===== src/rtl/prog_loader_if.sv =====
// Byte-stream receive handshake and instruction-RAM write port of the boot loader.
// rx handshake: a byte moves on every rising edge where rx_valid & rx_ready are both high.
interface prog_loader_if #(
    parameter int ADDR_W = 8
);
    logic [7:0]        rx_data;
    logic              rx_valid;
    logic              rx_ready;
    logic [ADDR_W-1:0] im_addr;
    logic [15:0]       im_data;
    logic              im_we;

    modport master (
        output rx_data, rx_valid,
        input  rx_ready, im_addr, im_data, im_we
    );

    modport slave (
        input  rx_data, rx_valid,
        output rx_ready, im_addr, im_data, im_we
    );
endinterface


===== src/rtl/prog_loader.sv =====
// Boot-time program loader: receives a LEN/words/CHK frame, fills the instruction RAM,
// checks the XOR checksum and only then enables and starts the CPU.
module prog_loader #(
    parameter int ADDR_W  = 8,
    parameter int TIMEOUT = 1000
) (
    input  logic              clock,
    input  logic              reset,
    prog_loader_if.slave      bus,
    input  logic              load_req,
    output logic              cpu_enable,
    output logic              cpu_start,
    output logic              busy,
    output logic              done,
    output logic              err,
    output logic [ADDR_W:0]   word_cnt,
    output logic [3:0]        dbg_state
);
    localparam int TO_W = $clog2(TIMEOUT + 1);
    localparam logic [ADDR_W:0] MAX_WORDS = {1'b1, {ADDR_W{1'b0}}};

    typedef enum logic [3:0] {
        S_IDLE  = 4'd0,
        S_LEN   = 4'd1,
        S_HI    = 4'd2,
        S_LO    = 4'd3,
        S_WRITE = 4'd4,
        S_CHK   = 4'd5,
        S_START = 4'd6,
        S_DONE  = 4'd7,
        S_ERR   = 4'd8
    } state_t;

    state_t            state_q, state_d;
    logic [ADDR_W:0]   word_cnt_q, word_cnt_d;
    logic [7:0]        acc_q, acc_d;
    logic [7:0]        len_q, len_d;
    logic [7:0]        hi_q, hi_d;
    logic [7:0]        lo_q, lo_d;
    logic [TO_W-1:0]   to_cnt_q, to_cnt_d;

    logic              rx_ready;
    logic              accept;
    logic              rx_wait;
    logic [ADDR_W:0]   n_full;
    logic [ADDR_W:0]   cnt_inc;

    assign rx_ready = (state_q == S_LEN) || (state_q == S_HI) ||
                      (state_q == S_LO)  || (state_q == S_CHK);
    assign accept   = rx_ready & bus.rx_valid;
    assign rx_wait  = rx_ready & ~bus.rx_valid;
    // LEN of zero encodes a completely full RAM.
    assign n_full   = (len_q == 8'd0) ? MAX_WORDS : (ADDR_W+1)'(len_q);
    assign cnt_inc  = word_cnt_q + 1'b1;

    always_comb begin
        state_d    = state_q;
        word_cnt_d = word_cnt_q;
        acc_d      = acc_q;
        len_d      = len_q;
        hi_d       = hi_q;
        lo_d       = lo_q;
        to_cnt_d   = to_cnt_q;

        if (accept) begin
            to_cnt_d = '0;
        end else if (rx_wait) begin
            to_cnt_d = to_cnt_q + 1'b1;
        end

        case (state_q)
            S_IDLE, S_DONE, S_ERR: begin
                if (load_req) begin
                    state_d    = S_LEN;
                    word_cnt_d = '0;
                    acc_d      = '0;
                    to_cnt_d   = '0;
                end
            end
            S_LEN: begin
                if (accept) begin
                    len_d   = bus.rx_data;
                    state_d = S_HI;
                end
            end
            S_HI: begin
                if (accept) begin
                    hi_d    = bus.rx_data;
                    acc_d   = acc_q ^ bus.rx_data;
                    state_d = S_LO;
                end
            end
            S_LO: begin
                if (accept) begin
                    lo_d    = bus.rx_data;
                    acc_d   = acc_q ^ bus.rx_data;
                    state_d = S_WRITE;
                end
            end
            S_WRITE: begin
                word_cnt_d = cnt_inc;
                state_d    = (cnt_inc == n_full) ? S_CHK : S_HI;
            end
            S_CHK: begin
                if (accept) begin
                    state_d = (bus.rx_data == acc_q) ? S_START : S_ERR;
                end
            end
            S_START: state_d = S_DONE;
            default: state_d = S_IDLE;
        endcase

        // A cycle with an accept never times out, so only waiting cycles can abort.
        if (rx_wait && (to_cnt_q == TO_W'(TIMEOUT - 1))) begin
            state_d = S_ERR;
        end
    end

    always_ff @(posedge clock or negedge reset) begin
        if (!reset) begin
            state_q    <= S_IDLE;
            word_cnt_q <= '0;
            acc_q      <= '0;
            len_q      <= '0;
            hi_q       <= '0;
            lo_q       <= '0;
            to_cnt_q   <= '0;
        end else begin
            state_q    <= state_d;
            word_cnt_q <= word_cnt_d;
            acc_q      <= acc_d;
            len_q      <= len_d;
            hi_q       <= hi_d;
            lo_q       <= lo_d;
            to_cnt_q   <= to_cnt_d;
        end
    end

    assign bus.rx_ready = rx_ready;
    assign bus.im_we    = (state_q == S_WRITE);
    assign bus.im_addr  = word_cnt_q[ADDR_W-1:0];
    assign bus.im_data  = {hi_q, lo_q};

    // A reload request from DONE disables the CPU in the very cycle it is seen.
    assign cpu_enable = (state_q == S_START) || ((state_q == S_DONE) && !load_req);
    assign cpu_start  = (state_q == S_START);
    assign busy       = (state_q == S_LEN) || (state_q == S_HI) || (state_q == S_LO) ||
                        (state_q == S_WRITE) || (state_q == S_CHK) || (state_q == S_START);
    assign done       = (state_q == S_DONE);
    assign err        = (state_q == S_ERR);
    assign word_cnt   = word_cnt_q;
    assign dbg_state  = state_q;
endmodule


===== src/flat_wrapper.sv =====
// flat-port wrapper written by rule: the top's interface ports become plain ports
module prog_loader_flat 
#(
    parameter int ADDR_W  = 8,
    parameter int TIMEOUT = 1000
)
  (clock, reset, load_req, cpu_enable, cpu_start, busy, done, err, word_cnt, dbg_state, bus_rx_data, bus_rx_valid, bus_rx_ready, bus_im_addr, bus_im_data, bus_im_we);
  prog_loader_if #(.ADDR_W(ADDR_W)) bus_i ();
  input  logic clock;
  input  logic reset;
  input  logic load_req;
  output logic cpu_enable;
  output logic cpu_start;
  output logic busy;
  output logic done;
  output logic err;
  output logic [ADDR_W:0] word_cnt;
  output logic [3:0] dbg_state;
  input wire logic [$bits(bus_i.rx_data)-1:0] bus_rx_data;
  input wire logic [$bits(bus_i.rx_valid)-1:0] bus_rx_valid;
  output wire logic [$bits(bus_i.rx_ready)-1:0] bus_rx_ready;
  output wire logic [$bits(bus_i.im_addr)-1:0] bus_im_addr;
  output wire logic [$bits(bus_i.im_data)-1:0] bus_im_data;
  output wire logic [$bits(bus_i.im_we)-1:0] bus_im_we;
  assign bus_i.rx_data = bus_rx_data;
  assign bus_i.rx_valid = bus_rx_valid;
  assign bus_rx_ready = bus_i.rx_ready;
  assign bus_im_addr = bus_i.im_addr;
  assign bus_im_data = bus_i.im_data;
  assign bus_im_we = bus_i.im_we;
  prog_loader #(.ADDR_W(ADDR_W), .TIMEOUT(TIMEOUT)) u_core (.clock(clock), .reset(reset), .bus(bus_i), .load_req(load_req), .cpu_enable(cpu_enable), .cpu_start(cpu_start), .busy(busy), .done(done), .err(err), .word_cnt(word_cnt), .dbg_state(dbg_state));
endmodule

===== config.mk =====
export PLATFORM = sky130hd
export DESIGN_NAME = prog_loader_flat
export DESIGN_NICKNAME = d
export VERILOG_FILES = /design/src/rtl/prog_loader_if.sv /design/src/rtl/prog_loader.sv /design/src/flat_wrapper.sv
export SDC_FILE = /design/constraint.sdc
export NUM_CORES = 1
export LEC_CHECK = 0
export ABC_AREA = 1
export CAP_MARGIN = 40
export CORE_ASPECT_RATIO = 0.6
export CORE_MARGIN = 3
export CORE_UTILIZATION = 45
export CTS_CLUSTER_SIZE = 30
export DETAILED_ROUTE_END_ITERATION = 10
export PLACE_DENSITY = 0.7
export SYNTH_ARGS = -nofsm -noshare
export SYNTH_HDL_FRONTEND = slang
export SYNTH_SLANG_ARGS = --single-unit

===== constraint.sdc =====
create_clock -name clock -period 2.8 [get_ports clock]
set_input_delay 0.56 -clock clock [delete_from_list [all_inputs] [get_ports clock]]
set_output_delay 0.56 -clock clock [all_outputs]
set_load 0.005 [all_outputs]

== Word level (Yosys, flattened, before mapping) ==
Cells that the tools add are included.
Widths: inputs -> output; s select.

* Add/sub/neg operators: 2
* Equal/unequal tests: 18
* Mux-type cells: 19
* Bitwise gates (word level): 4
* Reduce and logical (&&, ||, !) cells: 22

{| class="wikitable"
|+ Operators by type and width
! kind !! number
|-
| $mux 10 || 4
|-
| $mux 4 || 7
|-
| $pmux 4 s7 || 1
|-
| $mux 9 || 2
|-
| $pmux 9 s2 || 1
|-
| $eq 4x3->1 const B || 4
|-
| $mux 8 || 2
|-
| $pmux 8 s2 || 1
|-
| $ne 3x2->1 const B || 5
|-
| $add 10x1->10 const B || 1
|-
| $eq 10x10->1 const B || 1
|-
| $add 9x1->9 const B || 1
|-
| $eq 9x9->1 || 1
|-
| $eq 4x2->1 const B || 2
|-
| $eq 8x8->1 || 1
|-
| $logic_not 8->1 || 1
|-
| $reduce_and 2->1 || 4
|-
| $xor 8x8->8 || 1
|-
| $logic_or 1x1->1 || 7
|-
| $reduce_and 5->1 || 1
|-
| $eq 4x1->1 const B || 1
|-
| $eq 4x4->1 const B || 1
|-
| $logic_not 4->1 || 1
|-
| $reduce_bool 2->1 || 2
|-
| other kinds (10) || 12
|}

* Bits in registers: 55
* Bits of input ports: 12
* Output and inout bits: 44
* Word-level logic and storage cells: 72

== Depth between registers and ports, before layout ==
* Depth in word-level cells: 9
* Depth in mapped cells: 14

== Least setup slack after synthesis ==
Ideal clock, no wire load.

* Path kind: reg2reg
* Start: reg u_core.state_q[3], in the netlist u_core.dbg_state[3]
* End: reg u_core.lo_q[5]
* Library setup time: 0.119 ns
* Data arrival time: 1.507 ns
* Required time: 2.681 ns
* Setup slack: 1.174 ns
* Cell stages (with the launch flop): 12
* Clock period less this slack: 1.626 ns
* Path through: dfrtp_1 inv_1 nand2_2 o21ai_4 inv_2 nor2_4 nand2_2 inv_2 nand2_2 buf_6 nand2_1 o21ai_2

* Longest elaborated chain between the ends: 6
* Elaborated cells between the ends (all ways): 9
* Those cells by class: 4 x eq/ne; 1 x bitwise; 4 x reduce/logical

{| class="wikitable"
|+ Ends and longest elaborated chain
! item !! RTL line !! text
|-
| start: declaration || prog_loader.sv:34 || <nowiki>state_t state_q, state_d;</nowiki>
|-
| start signal: assignment || prog_loader.sv:129 || <nowiki>state_q <= state_d;</nowiki>
|-
| $eq 4x1->1 / $eq 4x2->1 (equally long branches) || prog_loader.sv:48 || <nowiki>assign rx_ready = (state_q == S_LEN) || (state_q == S_HI) ||</nowiki>
|-
| $logic_or 1x1->1 (2 in a row) || prog_loader.sv:48 ||
|-
| $logic_or 1x1->1 (*) || prog_loader.sv:49 || <nowiki>(state_q == S_LO) || (state_q == S_CHK);</nowiki>
|-
| named net bus_rx_ready || flat_wrapper.sv:21 || <nowiki>output wire logic [$bits(bus_i.rx_ready)-1:0] bus_rx_ready;</nowiki>
|-
| $and 1x1->1 (*) || prog_loader.sv:50 || <nowiki>assign accept = rx_ready & bus.rx_valid;</nowiki>
|-
| $reduce_and 2->1 (no line) (*) || n/a ||
|-
| end signal: assignment || prog_loader.sv:134 || <nowiki>lo_q <= lo_d;</nowiki>
|-
| end: declaration || prog_loader.sv:39 || <nowiki>logic [7:0] lo_q, lo_d;</nowiki>
|}

The timed path passes the listed nets; every way through them passes the cells marked *.
A chain may end at the register's enable or synchronous reset.

== Worst setup path after layout ==
* Start: reg u_core.state_q[3], in the netlist u_core.dbg_state[3]
* End: out cpu_enable

* Longest elaborated chain between the ends: 3
* Elaborated cells between the ends (all ways): 4
* Those cells by class: 2 x eq/ne; 2 x reduce/logical

{| class="wikitable"
|+ Ends and longest elaborated chain
! item !! RTL line !! text
|-
| $eq 4x3->1 || prog_loader.sv:145 || <nowiki>assign cpu_enable = (state_q == S_START) || ((state_q == S_DONE) && !load_req);</nowiki>
|-
| $logic_and 1x1->1 || prog_loader.sv:145 ||
|-
| $logic_or 1x1->1 (*) || prog_loader.sv:145 ||
|-
| end: declaration || flat_wrapper.sv:12 || <nowiki>output logic cpu_enable;</nowiki>
|}

Every way passes the cells marked *; elsewhere a longest branch is shown, timed or not.

==> results.toml <==
[floorplanning]
fp.dieH_um = 69.9
die_width_um = 112
coreArea_sq_um = 6330
rows = 22
start_util_pct = 48.3
io_pins = 56
fp.dieArea_sq_um = 7850

[placed_design]
io_buffer_count = 55
hpwl_mm = 5.49
place.gp.congestion = 0.875

[power_and_ir_drop]
p_int_w = 0.00202
p_leak_nw = 1.83
power_switching_w = 0.00129
combPwrFrac_pct = 42.7
pwr-share-clk_pct = 19.2
ir_drop_mv = 0.607
sw_frac_of_total_pct = 38.9
finalPower_w = 0.00330
sequentialPowerShare_pct = 38.2
powerDensity_nw_per_um2 = 876

[worst_setup_path]
critPathRequiredTime_ns = 2.24
r2r_start = "u_core.dbg_state[3]"
critPathTopFamily = "buffers and inverters"
cp_slowest_cell = "clkdlybuf4s50_1"
startpoint_type = "flop"
critPathKind = "reg2out"
worst-path-max-fanout = 7
critPathArrivalTime_ns = 1.94
worstPathBufferInverterCount = 3
endpoint_kind = "primary output"
critPathLaunch = "u_core.dbg_state[3]"
cp_cell_sequence = "inv_1, nand2_2, nor2_1, inv_1, o22ai_1, clkdlybuf4s50_1"
slowest_delay_ns = 0.54
cp_common_cell = "inv_1"

[sta]
relSlewSlack_pct = 53.9
fmaxAchievable_mhz = 400
hold_violations = 0
finalCritPeriodShare_pct = 89.2
setup_viol = 0
fin_crit_ns = 2.50
worstMarginPinSlew_ns = 0.692
final.setup.tns_ns = 0
fin_worst_skew_ns = 0.00800
rsz0062_at_grt = "false"
slew_violations = 0

[synth]
yosys.area_share.adder_pct = 0.818
synth_xor_area_share_pct = 3.44
synth_cell_type_count = 33
synth-compound-area-share_pct = 11.0
yosysSeqAreaShare_pct = 45.0
synth_top_family_by_area = "simple AND/OR/NAND/NOR gates"
synth-seq-cells = 55
synth.net_count = 414
yosys.area_share.simple_pct = 29.0
synthCells = 400
muxShareOfSynthArea_pct = 0
yosys_warnings = 0
syn_area_sq_um = 3060
avgSynthCellArea_sq_um = 7.64

[finish]
antennaDiodeCount = 0
fin_nets = 464
area_delta_synth_final_pct = 23.4
drive_gt1_share_pct = 8.20
final.fill_count = 588

[clock_network]
ctsResizeCount = 0
htree_levels = 2
postCtsSetupRepairBufs = 0
clk_root_buffer_cell = "clkbuf_16"
clk_latency_ns = 0.30
path_clk_slew_ns = 0.07
cts_tree = "built"
cts_buffers = 5
holdBufCountCts = 0
clock_path_buffers = 2
cts.sinks = 55

[route]
avgRoutedWirePerCell_um = 13.4
drtIter0Drc = 153
drc = 0
first_pass_iters = 6
dr_total_vias = 2684
antenna_left = 0
wirelength_mm = 7.15
avgViaCountPerCell = 5.02

[global_route]
grt_pass1_vias = 2566
grt_pass1_wl_mm = 12.2
grt_overflow_total = 0
antenna_found_initial = 0
grt_usage_pct = 19.1
grt_max_degree = 56

[min_path]
hold_class = "in2async"

[run]
maxCapViolations = 0

[status]
status = "finished clean"
==> cell usage after synthesis <==
cell / n / share of area [%]
a211oi_1: 1 / 0.25
a21oi_1: 8 / 1.3
a31oi_1: 1 / 0.20
and3_1: 1 / 0.20
buf_2: 2 / 0.33
buf_4: 8 / 2.0
buf_6: 2 / 0.74
clkbuf_1: 2 / 0.25
dfrtp_1: 55 / 45
ha_1: 2 / 0.82
inv_1: 58 / 7.1
inv_2: 3 / 0.37
nand2_1: 111 / 14
nand2_2: 5 / 1.0
nand2_4: 1 / 0.37
nand3_1: 41 / 6.7
nand4_1: 6 / 1.2
nor2_1: 27 / 3.3
nor2_2: 2 / 0.41
nor2_4: 1 / 0.37
nor3_1: 3 / 0.49
nor3_2: 1 / 0.33
nor3_4: 1 / 0.53
nor4_1: 2 / 0.41
o21a_1: 1 / 0.25
o21ai_0: 22 / 3.6
o21ai_1: 5 / 0.82
o21ai_2: 11 / 3.2
o21ai_4: 1 / 0.53
o21bai_1: 1 / 0.25
o22ai_1: 3 / 0.61
xnor2_1: 2 / 0.57
xor2_1: 10 / 2.9
==> cell usage in the layout, fill, tap and decap left out, drive strengths merged <==
cell	n
buf	3
a31oi	1
xor2	10
inv	61
dfrtp	55
o21a	1
clkinv	2
nand4	6
o21ai	39
nor2	30
and3	1
o21bai	1
nor3	5
nand2	117
ha	2
xnor2	2
clkbuf	5
a211oi	1
nand3	41
o22ai	3
clkdlybuf4s50	54
nor4	2
a21oi	8
clkinvlp	1
==> final timing paths <==
check                                      to  slack (ns)  cells past startpoint
min in group clock             u_core.hi_q[6]        0.48                      2
setup / recovery                   cpu_enable        0.30                      6
hold / removal             u_core.word_cnt[4]        0.40                      2
hold reg to reg                u_core.hi_q[6]        0.48                      2
max in group asynchronous      u_core.hi_q[0]        1.95                      2
setup reg to reg           u_core.to_cnt_q[4]        0.72                      9
==> flip-flops by register name, indices dropped and copies added, names as in the netlist <==
name / count
u_core.to_cnt_q: 10
u_core.word_cnt: 9
u_core.acc_q: 8
u_core.hi_q: 8
u_core.len_q: 8
u_core.lo_q: 8
u_core.dbg_state: 4
==> per-stage QoR <==
stage / util (%) / instance area (sq um) / hold slack [ns] / instances / worst slack, ns
2_1_floorplan: - / 3060 / 0.264 / 400 / 1.17
3_3_place_gp: 57.2 / 3620 / 0.465 / 527 / 0.585
3_5_place_dp: 57.2 / 3620 / 0.472 / 527 / 0.522
4_1_cts: 59.6 / 3770 / 0.428 / 535 / 0.306
5_1_grt: 59.6 / 3770 / 0.471 / 535 / 0.192
6_report: 59.6 / 3770 / 0.397 / 535 / 0.302
==> routing by layer <==
| metal | vias to the layer above | part of all wire, % | track usage (%) |
|---|---|---|---|
| met5 | - | 0 | 0 |
| met4 | 0 | 1.2 | 4.80 |
| met2 | 75 | 41 | 27.9 |
| li1 | 1370 | - | - |
| met3 | 9 | 6.0 | 3.90 |
| met1 | 1230 | 52 | 29.0 |
==> area by class of cell <==
| class | instances | area, sq um | share of cell area [%] |
|---|---|---|---|
| multi-input combinational | 270 | 1350 | 35.8 |
| tap | 84 | 105 | 2.79 |
| inverter | 61 | 229 | 6.07 |
| timing repair buffer | 57 | 561 | 14.9 |
| clock buffer | 5 | 125 | 3.32 |
| clock inverter | 3 | 25.0 | 0.663 |
| sequential | 55 | 1380 | 36.5 |
==> cell families after synthesis <==
logic type / after synthesis
AND/OR/NAND/NOR: 202
adder cells (fa/ha/maj): 2
AO/OA/AOI/OAI: 54
flip-flops: 55
XOR/XNOR: 12
buffers and inverters: 75
==> power by group through the flow <==
stage | sequential (W) | combinational [W] | clock [W]
3_5_place_dp | 0.00127 | 0.00141 | 0
4_1_cts | 0.00126 | 0.00142 | 0.000648
3_3_place_gp | 0.00126 | 0.00139 | 0
6_report | 0.00126 | 0.00141 | 0.000633
5_1_grt | 0.00130 | 0.00159 | 0.000680
2_1_floorplan | 0.00124 | 0.000839 | 0
No activity file was read; power rests on OpenSTA's default activity.
==> RTL change (same settings) <==
`hi_q` and `lo_q` no longer have a reset.
--- a/src/rtl/prog_loader.sv
+++ b/src/rtl/prog_loader.sv
@@ -123,6 +123,4 @@
             acc_q      <= '0;
             len_q      <= '0;
-            hi_q       <= '0;
-            lo_q       <= '0;
             to_cnt_q   <= '0;
         end else begin
@@ -131,8 +129,11 @@
             acc_q      <= acc_d;
             len_q      <= len_d;
-            hi_q       <= hi_d;
-            lo_q       <= lo_d;
             to_cnt_q   <= to_cnt_d;
         end
+    end
+
+    always_ff @(posedge clock) begin
+        hi_q <= hi_d;
+        lo_q <= lo_d;
     end
 
Behaviour: differs if reset is asserted again (counterexample within 4 cycles, from zero or initial values and one cycle with reset low); with reset held inactive, the same outputs for 10 cycles.
==> RTL change against the unedited design <==
  * Wire length is 4.3% lower
  * Power is 17% lower
  * Worst setup slack better by 0.068 ns
  * Synthesized area is 4.3% lower
  * Maximum frequency increased by 2.8%
  * Clock power decreased by 17%
  * Clock skew grew 0.0050 ns
  * Register-to-register slack got worse by 0.15 ns
  * Cell area fell by 3.2%
  * First-iteration DRC count up 50%
  * Sequential cell count unchanged
  * Highest routed layer unchanged
==> RTL change: results (changes against the unedited design) <==
| Metric | Value |
|---|---|
| Seq/Total Area, Yosys | `0.498 (+0.0476)` |
| Initial drt markers | `229 (+50%)` |
| DRC | `0 (unchanged)` |
| Ratio of cells with drive above 1 in the final layout | `0.0707 (-0.0113)` |
| Initial Util | `0.473 (-0.0105)` |
| Crit-path max FO | `6 (-1)` |
| Synthesized Nets | `369 (-11%)` |
| Global-route wire length before repair | `10.9 mm (-11%)` |
| Status | `complete, no violations` |
| Leakage Power | `1.70 nW (-7.0%)` |
| Via/cell ratio | `5.12 (+2.0%)` |
| Clock skew | `0.0130 ns (+0.00496 ns)` |
| Post-DP HPWL | `5.18 mm (-5.6%)` |
| Ranking of synthesized cells by area | `dfrtp_1 33%, edfxtp_1 16%, nand2_1 10%` |
| Dpl cell area | `3540 sq um (-2.3%)` |
| Design area | `3650 sq um (-3.2%)` |
| Root buf cell | `clkbuf_8` |
| Vias in the first global route | `2187 (-15%)` |
| Fillcell total | `567 (-3.6%)` |
| Max transition margin | `0.670 (+0.132)` |
| Nets | `423 (-8.8%)` |
| Gr usage total | `0.192 (+0.000581)` |
| WL per Instance | `13.9 um (+3.7%)` |
| Top_reg_cell synth | `dfrtp_1` |
| Path depth of the worst reg2reg path | `6 (-3)` |
| Cts repair resizes | `0 (unchanged)` |
| Routability cong. | `0.919 (+5.0%)` |
| Post-synth EDFFs | `16 (+16)` |
| Worst EP arrival | `1.87 ns (-0.07 ns)` |
| Commonest cells in the netlist | `78 x nand2_1, 50 x nand3_1, 43 x inv_1, 42 x nor2_1, 39 x dfrtp_1` |
| First-pass DRT Iterations | `5 (-1)` |
| Clock Pin Slew Worst Setup and Hold Paths | `0.10 ns (+0.03 ns)` |
| Largest net degree at the start of global routing | `33 (-41%)` |
| VDD IR-drop max | `0.532 mV (-12%)` |
| Min-delay worst type | `input port to async pin` |
| Syn. warnings | `0 (unchanged)` |
-- RTL change: cell count changes after synthesis, moves of 3 or more --
cell,change
edfxtp_1,+16
o21ai_0,-7
nand3_1,+9
a21oi_1,+7
nor2_1,+15
o22ai_1,-3
o21ai_2,-10
inv_1,-15
o21ai_1,-4
nand4_1,-3
dfrtp_1,-16
nand2_1,-33
-- RTL change: worst max-delay path by stage --
stage | endpoint | start | depth (start not counted) | slack [ns]
after global routing | bus_rx_ready | u_core.dbg_state[1] | 4 | 0.26
after floorplan | u_core.lo_q[0] | u_core.dbg_state[1] | 8 | 0.75
after global placement | cpu_enable | load_req | 3 | 0.47
after detailed placement | cpu_enable | load_req | 3 | 0.44
after CTS | bus_rx_ready | u_core.dbg_state[1] | 4 | 0.36
final | bus_rx_ready | u_core.dbg_state[1] | 4 | 0.37
-- RTL change: layer usage --
layer / vias to the layer above / track usage / part of all wire
met5: - / 0 / 0
met4: 0 / 0.0492 / 0.0061
met3: 6 / 0.0434 / 0.082
met2: 113 / 0.243 / 0.39
met1: 1169 / 0.316 / 0.52
li1: 1240 / - / -
-- RTL change: worst max-delay path: stages, from the launching register on --
cell and delay (ns):
dfrtp_1 0.45, inv_1 0.19, nand2_2 0.11, o21ai_4 0.26
clkdlybuf4s50_1 0.56
-- RTL change: power by group --
group	internal (mW)	switching, mW
sequential	0.993	0.156
clock	0.271	0.257
combinational	0.436	0.642
total	1.70	1.05
-- RTL change: area by class of cell --
| class | instances | area (sq um) | area share |
|---|---|---|---|
| well taps | 84 | 105 | 0.0288 |
| inverters | 46 | 173 | 0.0473 |
| multi-input cells | 242 | 1220 | 0.334 |
| repair buffers | 59 | 588 | 0.161 |
| clock buffers | 6 | 72.6 | 0.0199 |
| clock inverters | 2 | 38.8 | 0.0106 |
| flip-flops and latches | 55 | 1460 | 0.399 |
-- RTL change: kinds of logic (layout without fill, tap and decap cells) --
logic type / Yosys count / count (layout) / synth area share
and+or+nand+nor: 190 / 190 / 0.296
buffers and inverters: 58 / 113 / 0.0859
DFF: 55 / 55 / 0.498
AOI/OAI and AO/OA: 37 / 37 / 0.0718
xor gates and xnor gates: 12 / 12 / 0.0359
adders and majority gates: 2 / 2 / 0.00855
muxes: 1 / 1 / 0.00385
-- RTL change: metrics by stage --
step	std cells	util	setup slack, ns	hold WS (ns)
floorplan	355	-	0.755	0.264
global placement	485	0.568	0.471	0.508
detailed placement	486	0.572	0.440	0.433
CTS	494	0.590	0.358	0.0839
global route	494	0.590	0.259	0.0807
finish	494	0.590	0.371	0.0901
